$ cat config.mk
export PLATFORM = sky130hd
export DESIGN_NAME = pc_unit
export DESIGN_NICKNAME = d
export VERILOG_FILES = /design/src/rtl/pc_unit.sv
export SDC_FILE = /design/constraint.sdc
export NUM_CORES = 1
export LEC_CHECK = 0
export BUFFER_PORTS_ARGS = -buffer_cell sky130_fd_sc_hd__buf_2
export CAP_MARGIN = 20
export CORE_UTILIZATION = 52
export CTS_CLUSTER_SIZE = 40
export DETAILED_ROUTE_END_ITERATION = 16
export GPL_TIMING_DRIVEN = 0
export HOLD_SLACK_MARGIN = 0.08
export PLACE_DENSITY = 0.8
export SKIP_LAST_GASP = 1
export SYNTH_ARGS = -nofsm -noshare
export SYNTH_HDL_FRONTEND = slang
export SYNTH_SLANG_ARGS = --single-unit
$ cat constraint.sdc
create_clock -name clk -period 3.9 [get_ports clk]
set_input_delay 0.585 -clock clk [delete_from_list [all_inputs] [get_ports clk]]
set_output_delay 0.585 -clock clk [all_outputs]
set_load 0.01 [all_outputs]
$ cat src/rtl/pc_unit.sv
// Program counter for the single-cycle MIPS datapath: next-PC select, misaligned-target trap, halt.
// Latency: a redirect sampled at edge N appears on pc after edge N; pc_plus4/pc_hi are combinational from pc.
// Backpressure: stall freezes pc, state, bad_addr and upd_count; HALTED ignores everything except reset.
module pc_unit #(
  parameter logic [31:0] RESET_VECTOR = 32'h0000_0000,
  parameter logic [31:0] TRAP_VECTOR  = 32'h0000_0080
) (
  input  logic        clk,
  input  logic        reset,
  input  logic        stall,
  input  logic        halt_req,
  input  logic        branch,
  input  logic [31:0] branch_imm,
  input  logic        jump,
  input  logic [31:0] j_target,
  input  logic        jr,
  input  logic [31:0] jr_target,
  output logic [31:0] pc,
  output logic [31:0] pc_plus4,
  output logic [3:0]  pc_hi,
  output logic        halted,
  output logic        exc,
  output logic [31:0] bad_addr,
  output logic [31:0] upd_count
);

  typedef enum logic {
    RUN    = 1'b0,
    HALTED = 1'b1
  } state_t;

  state_t      state;
  state_t      state_nxt;
  logic [31:0] target;
  logic        misaligned;
  logic [31:0] pc_nxt;
  logic [31:0] bad_nxt;
  logic [31:0] cnt_nxt;
  logic        exc_nxt;

  assign pc_plus4 = pc + 32'd4;
  assign pc_hi    = pc_plus4[31:28];
  assign halted   = (state == HALTED);

  // Candidate next PC: jr beats jump beats branch beats fall-through.
  always_comb begin
    target = pc_plus4;
    if (jr) begin
      target = jr_target;
    end else if (jump) begin
      target = j_target;
    end else if (branch) begin
      target = pc_plus4 + (branch_imm << 2);
    end
  end

  // Only register/jump targets can be unaligned while pc itself is aligned.
  assign misaligned = (target[1:0] != 2'b00);

  // Next-state and next-register logic; a halt request discards that cycle's redirect.
  always_comb begin
    state_nxt = state;
    pc_nxt    = pc;
    bad_nxt   = bad_addr;
    cnt_nxt   = upd_count;
    exc_nxt   = 1'b0;
    case (state)
      RUN: begin
        if (!stall) begin
          if (halt_req) begin
            state_nxt = HALTED;
          end else begin
            cnt_nxt = upd_count + 32'd1;
            if (misaligned) begin
              pc_nxt  = TRAP_VECTOR;
              bad_nxt = target;
              exc_nxt = 1'b1;
            end else begin
              pc_nxt = target;
            end
          end
        end
      end
      HALTED: begin
        state_nxt = HALTED;
      end
      default: begin
        state_nxt = RUN;
      end
    endcase
  end

  // State register; reset overrides stall, halt and any redirect.
  always_ff @(posedge clk) begin
    if (reset) begin
      state     <= RUN;
      pc        <= RESET_VECTOR;
      bad_addr  <= 32'h0;
      upd_count <= 32'h0;
      exc       <= 1'b0;
    end else begin
      state     <= state_nxt;
      pc        <= pc_nxt;
      bad_addr  <= bad_nxt;
      upd_count <= cnt_nxt;
      exc       <= exc_nxt;
    end
  end

endmodule

==> flow_metrics.env, run 1 <==
export IMPL_met2_usage_pct=54.7
export IMPL_io_buffers=233
export IMPL_syn_area_per_cell_um2=7.78
export IMPL_setup_ws_ps=138
export IMPL_grtUsageMet1_pct=43.5
export IMPL_cts_tree="done"
export IMPL_cts_buffer_depth=2
export IMPL_dp_cells=1314
export IMPL_hold_slack_ps=457
export IMPL_die_x_um=118
export IMPL_critPathCapture="bad_addr[21]"
export IMPL_dpl_hpwl_um=20100
export IMPL_ys_flop_type="dfxtp_1"
export IMPL_dieArea_um2=14000
export IMPL_synth_edff_count=0
export IMPL_worstSkewPairLatency_ps=340
export IMPL_clkSinkCount=98
export IMPL_yosysUniqueCellTypes=79
export IMPL_num_rows=42
export IMPL_startpoint_type="flop"
export IMPL_rr_startpoint="pc[2]"
export IMPL_relSlewSlack_pct=44.6
export IMPL_max_clock_freq_ghz=0.266
export IMPL_worstRegToRegCells=14
export IMPL_postCtsHoldBufs=0
export IMPL_r2r_end="bad_addr[21]"
export IMPL_peakVddDrop_v=0.000238
export IMPL_cts_buffers=9
export IMPL_power_per_cell_area_nw_per_um2=272
export IMPL_final_cells=1334
export IMPL_post_route_util_pct=67.3
export IMPL_crit_type="flop to flop"
export IMPL_cp_arrival_ps=4000
export IMPL_wirelength_um=25200
export IMPL_syn_inst=905
export IMPL_yosys_area_top_type="dfxtp_1"
export IMPL_path_max_fanout=8
export IMPL_track_usage_pct=34.3
export IMPL_post_place_ws_ps=-523
export IMPL_netlist_area_um2=7040
export IMPL_finalClockSkew_ps=7.98
export IMPL_ys_ff_latch=98
export IMPL_pin_count=237
export IMPL_via_per_inst=6.04
export IMPL_grt_busiest_layer="met2"
export IMPL_hold_violations=0
export IMPL_hold_class="flop to flop"
export IMPL_r2r_setup_slack_ps=140
export IMPL_grt_pass1_vias=7100
export IMPL_p_leak_uw=0.00424
export IMPL_worstSetupEndpointType="flop"
export IMPL_grt_pass1_wl_um=37400
export IMPL_place_congestion=1.02
export IMPL_yosysWarnings=0
export IMPL_grt_overflow=0
export IMPL_setup_viol=0
export IMPL_initial_core_util_pct=53.2
export IMPL_vias=8052
export IMPL_worstPathRequired_ps=4130
export IMPL_synthArstFlopShare_pct=0
export IMPL_status="finished, final reports clean"
export IMPL_drive_above_1_share_pct=27.6
export IMPL_root_buffer="clkbuf_16"
export IMPL_grt_max_degree=14
export IMPL_syn2layout_area_growth_pct=26.6
export IMPL_finalNetCount=1296
export IMPL_crit_path_start="pc[2]"
export IMPL_grt_antenna_before_repair=0
export IMPL_drc=0
export IMPL_post_route_min_period_ps=3760
export IMPL_max_cap_viol_count=0
export IMPL_dr_pass1_iters=5
export IMPL_global_route_usage_met3_pct=8.16
export IMPL_clk_pin_slew_worst_paths_ps=70
export IMPL_ys_seq_area_share_pct=27.9
export IMPL_fill_cells=1235
export IMPL_ys_top_cells_by_area="dfxtp_1, ha_1, nor2_1"
export IMPL_drt_iter0_drc=696
export IMPL_die_y_um=118
export IMPL_wl_per_cell_um=18.9
export IMPL_syn_nets=1046
export IMPL_worst_pin_slew_ps=825
export IMPL_yosys_area_top_type_share_pct=27.9
export IMPL_coreArea_um2=13200
export IMPL_period_share_pct=96.5
export IMPL_cts_max_level=3
export IMPL_finalMaxSlewViolations=0
export IMPL_diodes=0
export IMPL_route_antenna_remaining_nets=0
## layout by cell type, fill, tap and decap left out, types with 6 or more instances in the layout
cell and count:
buf_2 236, nor2_1 108, nand2_1 98, dfxtp_1 94
a21oi_1 63, xor2_1 39, o21ai_0 39, inv_1 34
clkbuf_1 33, ha_1 31, nand3_1 29, nor3_1 24
xnor2_1 23, a21o_1 19, and3_1 17, a211oi_1 16
buf_4 15, nand4_1 14, or3_1 13, and2_1 9
o211ai_1 9, clkbuf_16 9, o21ai_1 8, o22ai_1 8
and4_1 7, a21boi_0 7, o21a_1 7, nand2b_1 7
a22oi_1 7, mux2i_1 6, o31ai_1 6
## where the power goes
group	internal [uW]	switching [uW]
Clock	444	349
Sequential	1030	32.0
Combinational	221	350
## cell families after synthesis
family | share of synthesized area [%]
xor+xnor | 8.69
simple gates | 25.9
buf+inv | 4.58
fa+ha+maj | 6.86
mux | 0.853
compound gates | 25.2
flops | 27.9
## worst min-delay path by stage
stage,from,to,cells after the start
3_3_place_gp,bad_addr[17],bad_addr[17],2
4_1_cts,bad_addr[3],bad_addr[3],2
2_1_floorplan,bad_addr[14],bad_addr[14],2
3_5_place_dp,bad_addr[3],bad_addr[3],2
5_1_grt,bad_addr[3],bad_addr[3],2
6_report,bad_addr[3],bad_addr[3],2
## per-stage QoR
| stage | power (uW) | instance area [um^2] | TNS [ps] |
|---|---|---|---|
| after floorplan | 1400 | 7040 | 0 |
| after global placement | 1620 | 8430 | -1940 |
| after detailed placement | 1620 | 8430 | -2690 |
| after CTS | 2400 | 8730 | -69.0 |
| after global routing | 2510 | 8920 | -35.1 |
| final | 2430 | 8920 | 0 |
## cells in the mapped netlist, types with 7 or more instances
master,count
nand3_1,29
xor2_1,42
nand4_1,14
nand2_1,98
o21ai_0,41
or3_1,13
xnor2_1,26
o31ai_1,7
nand2b_1,7
a21o_1,19
o21a_1,7
a211oi_1,18
and4_1,7
a21oi_1,66
clkbuf_1,31
nor2_1,109
o211ai_1,9
and3_1,17
o22ai_1,8
inv_1,34
a22oi_1,7
nor3_1,24
a21boi_0,7
buf_4,7
dfxtp_1,98
and2_1,10
ha_1,37
## sequential cells by signal, summed over array words and instances (netlist names)
| name | count |
|---|---|
| pc | 32 |
| exc | 1 |
| halted | 1 |
| upd_count | 32 |
| bad_addr | 32 |
## layer usage
metal  wire length [um]  vias to the layer above  share of wire, %
met4               1110                        0               4.4
met2              11500                      479                46
met3               2320                       77               9.2
li1                   -                     3768                 -
met5                  0                        -                 0
met1              10300                     3728                41
## final cells by class
class | count | area [um^2] | area share (%)
repair buffers | 241 | 1230 | 13.8
well taps | 176 | 220 | 2.47
plain buffers | 41 | 184 | 2.06
clock buffers | 14 | 254 | 2.85
multi-input cells | 729 | 4930 | 55.3
inverters | 35 | 131 | 1.47
flip-flops and latches | 98 | 1970 | 22.1
## worst max-delay path, cell delays in order (launching register included)
cell,delay (ps)
dfxtp_2,400
ha_2,230
and2_2,200
nand4_4,200
nor2_2,180
and3_1,220
xor2_2,310
ha_4,280
a21o_1,160
a21o_1,200
a221oi_4,330
nand2_1,110
xnor2_1,260
o211ai_1,190
a311oi_1,370
## repair_timing
action,4_1_cts,5_1_grt
gates resized for setup,11,26
setup buffers,0,8
hold endpoints to repair,0,0
pin swaps,0,5
setup endpoints to repair,17,31
(Power assumes the default switching activity.)
==> run 2: changes to the inputs <==
CORE_MARGIN = 2   (was default)
==> run 2 against run 1 <==
  * Count of clock-buffer cells in the layout is the same
  * Hold slack lost 6.7 ps
  * Sequential cell count is the same
  * Critical path type unchanged
==> flow_metrics.env, run 2 (same netlist as run 1, synthesis figures left out) <==
export IMPL_postCtsHoldBufs=0
export IMPL_setup_viol=0
export IMPL_peakVddDrop_v=0.000294
export IMPL_cp_arrival_ps=3960
export IMPL_startpoint_type="flop"
export IMPL_cts_max_level=3
export IMPL_post_place_ws_ps=-506
export IMPL_path_max_fanout=8
export IMPL_track_usage_pct=33.7
export IMPL_setup_ws_ps=133
export IMPL_coreArea_um2=13200
export IMPL_crit_type="flop to flop"
export IMPL_top_regs="bad_addr: 32 flops, pc: 32 flops, upd_count: 32 flops"
export IMPL_grt_pass1_wl_um=38300
export IMPL_grt_antenna_before_repair=0
export IMPL_relSlewSlack_pct=38.3
export IMPL_cts_buffer_depth=2
export IMPL_worstSkewPairLatency_ps=340
export IMPL_diodes=0
export IMPL_initial_core_util_pct=53.2
export IMPL_period_share_pct=96.6
export IMPL_route_antenna_remaining_nets=0
export IMPL_io_buffers=233
export IMPL_worstPathRequired_ps=4090
export IMPL_num_rows=42
export IMPL_grt_overflow=0
export IMPL_wirelength_um=25500
export IMPL_p_leak_uw=0.00424
export IMPL_drive_above_1_share_pct=27.4
export IMPL_p_comb_share_pct=22.6
export IMPL_finalClockSkew_ps=6.03
export IMPL_final_area_um2=8960
export IMPL_p_sw_uw=738
export IMPL_worstSetupEndpointType="flop"
export IMPL_syn2layout_area_growth_pct=27.2
export IMPL_final_common_cell="buf_2"
export IMPL_clkSinkCount=98
export IMPL_cts_tree="done"
export IMPL_place_area_um2=8430
export IMPL_grt_pass1_vias=7118
export IMPL_p_seq_share_pct=42.2
export IMPL_final_cell_mix="buf_2, nor2_1, nand2_1"
export IMPL_fin_setup_tns_ps=0
export IMPL_fill_cells=1184
export IMPL_place_congestion=0.960
export IMPL_hold_slack_ps=451
export IMPL_pwr_share_clk_pct=35.2
export IMPL_die_y_um=120
export IMPL_finalMaxSlewViolations=0
export IMPL_cts_buffers=9
export IMPL_status="finished, final reports clean"
export IMPL_switching_share_pct=29.3
export IMPL_drc=0
export IMPL_worst_pin_slew_ps=918
export IMPL_pin_count=237
export IMPL_dpl_hpwl_um=20500
export IMPL_drt_iter0_drc=725
export IMPL_vias=7968
export IMPL_root_buffer="clkbuf_16"
export IMPL_wl_per_cell_um=19.1
export IMPL_p_int_uw=1780
export IMPL_dr_pass1_iters=6
export IMPL_grt_max_degree=15
export IMPL_rsz0062_at_grt="yes"
export IMPL_clk_pin_slew_worst_paths_ps=60
export IMPL_max_cap_viol_count=0
export IMPL_max_clock_freq_ghz=0.265
export IMPL_dieArea_um2=14500
export IMPL_post_route_min_period_ps=3770
export IMPL_power_per_cell_area_nw_per_um2=281
export IMPL_hold_violations=0
export IMPL_finalNetCount=1291
export IMPL_via_per_inst=5.99
export IMPL_die_x_um=120
export IMPL_power_uw=2520
export IMPL_hold_class="flop to flop"
[run 2: cell types whose count changed in the layout (fill, tap and decap cells not counted), sizes merged]
cell	change
buf	-6
clkbuf	+1
bufinv	+1
clkinv	+1
[run 2: worst max-delay path: stages (launching register included)]
cell,delay (ps)
dfxtp_2,410
ha_2,240
and2_2,210
nand4_4,200
nor2_4,190
and3_1,210
xor2_2,300
ha_4,280
a21o_1,170
a21o_1,180
a221oi_2,350
a21oi_1,140
or4_1,480
nand3_1,160
a211oi_1,90
[run 2: final cells by class]
type,instances,area (um^2),share of cell area [%]
multi-input cells,729,4970,55.5
flip-flops and latches,98,1970,21.9
repair buffers,235,1180,13.2
inverters,35,131,1.47
clock inverters,2,35.0,0.391
plain buffers,42,188,2.10
clock buffers,14,264,2.95
well taps,176,220,2.46
[run 2: path summary, 6_finish.rpt]
check | startpoint | endpoint | slack (ps) | depth (start not counted)
max reg2reg | pc[2] | bad_addr[25] | 130 | 14
max | pc[2] | bad_addr[25] | 130 | 14
min reg2reg | bad_addr[14] | bad_addr[14] | 450 | 2
min | bad_addr[14] | bad_addr[14] | 450 | 2
[run 2: repair_timing]
item | 4_1_cts | 5_1_grt
endpoints found under the setup margin | 14 | 33
resized for setup | 12 | 29
setup buffers | 1 | 1
pin swaps | 0 | 7
[run 2: metrics by stage]
| step | utilization (%) | instances |
|---|---|---|
| after detailed placement | 63.6 | 1314 |
| after global placement | 63.6 | 1314 |
| after global routing | 67.6 | 1331 |
| after CTS | 66.4 | 1330 |
| after floorplan | - | 905 |
| final | 67.6 | 1331 |
[run 2: metal layers]
layer	part of all wire, %	up-vias	track usage [%]
li1	-	3773	-
met1	41	3692	43.1
met2	45	432	54.0
met3	9.6	71	8.25
met4	4.7	0	14.7
met5	0	-	0
[run 2: power by group through the flow]
stage | Clock, uW | Sequential (uW) | Combinational (uW)
floorplan | 0 | 1090 | 313
global placement | 0 | 1080 | 533
detailed placement | 0 | 1080 | 539
CTS | 893 | 1060 | 547
global route | 937 | 1070 | 615
finish | 887 | 1070 | 569
==> run 3: changes to the inputs <==
CORE_UTILIZATION = 45   (was 52)
PLACE_DENSITY = 0.71   (was 0.8)
==> run 3 against run 2 <==
  * Critical path depth is 1 lower
  * Routed wire length is 0.51% higher
  * Clock skew hardly changed
  * Register-to-register slack hardly changed
  * Die area is 15% higher
  * Via count is 0.51% lower
  * Sequential share of layout area is 0.17 points lower
  * Maximum frequency is 0.15% lower
  * Power is 4.1% higher
  * Non-clock buffer count is 2 higher
  * Count of clock-buffer cells in the layout is 3 lower
  * Global-route usage is 4.4 points lower
  * Critical path type unchanged
  * Largest cell class unchanged
  * Highest routed layer unchanged
==> flow_metrics.env, run 3 (same netlist as run 1, synthesis figures left out) <==
export IMPL_status="finished, final reports clean"
export IMPL_worstPathRequired_ps=4130
export IMPL_via_per_inst=5.79
export IMPL_min_delay_start="bad_addr[14]"
export IMPL_startpoint_type="flop"
export IMPL_period_share_pct=96.7
export IMPL_io_buffers=233
export IMPL_initial_core_util_pct=46.2
export IMPL_hold_class="flop to flop"
export IMPL_peakVddDrop_v=0.000274
export IMPL_cts_buffers=9
export IMPL_drive_above_1_share_pct=28.3
export IMPL_grt_pass1_vias=6954
export IMPL_post_route_min_period_ps=3770
export IMPL_pin_count=237
export IMPL_cts_buffer_depth=2
export IMPL_slowest_delay_ps=530
export IMPL_die_x_um=129
export IMPL_coreArea_um2=15300
export IMPL_p_seq_share_pct=40.6
export IMPL_clkSinkCount=98
export IMPL_worst_pin_slew_ps=782
export IMPL_path_delay_family="simple AND/OR/NAND/NOR gates"
export IMPL_wl_per_cell_um=18.7
export IMPL_p_leak_uw=0.00427
export IMPL_relSlewSlack_pct=47.5
export IMPL_final_cells=1368
export IMPL_crit_type="flop to flop"
export IMPL_r2r_setup_slack_ps=130
export IMPL_drt_iter0_drc=749
export IMPL_power_per_cell_area_nw_per_um2=290
export IMPL_wirelength_um=25600
export IMPL_worstRegToRegCells=13
export IMPL_finalNetCount=1293
export IMPL_dp_cells=1349
export IMPL_grt_overflow=0
export IMPL_critPathCapture="pc[30]"
export IMPL_p_comb_share_pct=21.8
export IMPL_cp_arrival_ps=4000
export IMPL_root_buffer="clkbuf_16"
export IMPL_dpl_hpwl_um=20800
export IMPL_cts_tree="done"
export IMPL_pwr_share_clk_pct=37.7
export IMPL_grt_pass1_wl_um=37900
export IMPL_syn2layout_area_growth_pct=28.5
export IMPL_power_uw=2620
export IMPL_worstSetupEndpointType="flop"
export IMPL_top_regs="bad_addr: 32 flops, pc: 32 flops, upd_count: 32 flops"
export IMPL_max_clock_freq_ghz=0.265
export IMPL_num_rows=45
export IMPL_vias=7927
export IMPL_cpMostUsedCell="and3_1"
export IMPL_crit_path_start="pc[14]"
export IMPL_worstSkewPairLatency_ps=330
export IMPL_max_cap_viol_count=0
export IMPL_route_antenna_remaining_nets=0
export IMPL_dieArea_um2=16700
export IMPL_switching_share_pct=28.4
export IMPL_cts_max_level=3
export IMPL_p_int_uw=1880
export IMPL_grt_max_degree=16
export IMPL_r2r_end="pc[30]"
export IMPL_fin_setup_tns_ps=0
export IMPL_final_cell_mix="buf_2, nor2_1, nand2_1"
export IMPL_place_congestion=0.966
export IMPL_drc=0
export IMPL_hold_violations=0
export IMPL_dr_pass1_iters=5
export IMPL_critPathBufInv=1
export IMPL_final_common_cell="buf_2"
export IMPL_finalMaxSlewViolations=0
export IMPL_p_sw_uw=745
export IMPL_cp_cell_sequence="and3_1 -> and4_1 -> nand2_1 -> xor2_1 -> inv_1 -> ha_1 -> and3_1 -> o21ai_1 -> a311o_1 -> a311oi_2 -> mux2i_1 -> nand3_1 -> a22o_1"
export IMPL_rr_startpoint="pc[14]"
export IMPL_diodes=0
export IMPL_finalClockSkew_ps=5.86
export IMPL_hold_slack_ps=453
export IMPL_track_usage_pct=29.4
export IMPL_path_max_fanout=6
export IMPL_cp_num_cells=13
export IMPL_grt_antenna_before_repair=0
export IMPL_die_y_um=129
export IMPL_setup_viol=0
export IMPL_clk_pin_slew_worst_paths_ps=60
export IMPL_cp_slowest_cell="dfxtp_1"
==> run 3: worst min path at each step <==
stage,end,slack [ps],depth (start not counted)
after global routing,bad_addr[2],480,2
final,bad_addr[14],450,2
after CTS,bad_addr[14],450,2
after floorplan,bad_addr[14],480,2
after detailed placement,bad_addr[14],440,2
after global placement,bad_addr[9],440,2
==> run 3: repair_timing <==
| action | in CTS | in global routing |
|---|---|---|
| pin swaps | 0 | 2 |
| endpoints found under the setup margin | 17 | 23 |
| buffers inserted | 0 | 5 |
| hold buffers | 0 | 0 |
| gates resized for setup | 10 | 35 |
==> run 3: layer usage <==
layer	vias up	global-route usage, %	part of all wire (%)
li1	3772	-	-
met1	3729	39.5	43
met2	383	48.6	46
met3	43	5.28	7.9
met4	0	8.25	2.9
met5	-	0	0
==> run 3: through the flow <==
step	util, %	worst slack [ps]	instance area [um^2]
after global placement	55.5	-513	8470
after global routing	59.3	-15.8	9050
after detailed placement	55.5	-491	8470
after floorplan	-	313	7040
final	59.3	127	9050
after CTS	58.0	-16.0	8850
==> run 3: power groups by stage <==
stage	registers [uW]	logic, uW	clock network, uW
detailed placement	1080	541	0
floorplan	1090	313	0
global route	1070	618	1040
CTS	1060	548	1000
global placement	1080	538	0
finish	1060	571	988
==> run 3: area by class of cell <==
cell class	count	area (um^2)
Clock inverter	5	103
Timing Repair Buffer	238	1200
Clock buffer	11	233
Inverter	35	131
Fill cell	1488	6210
Buffer	41	184
Tap cell	211	264
Sequential cell	98	1970
Multi-Input combinational cell	729	4960
==> run 3: worst register-to-register path, stage by stage, from the launching register on <==
cell and delay, ps:
dfxtp_1 530, and3_1 290, and4_1 280, nand2_1 80, xor2_1 320, inv_1 130
ha_1 400, and3_1 230, o21ai_1 110, a311o_1 400, a311oi_2 310, mux2i_1 220
nand3_1 170, a22o_1 210
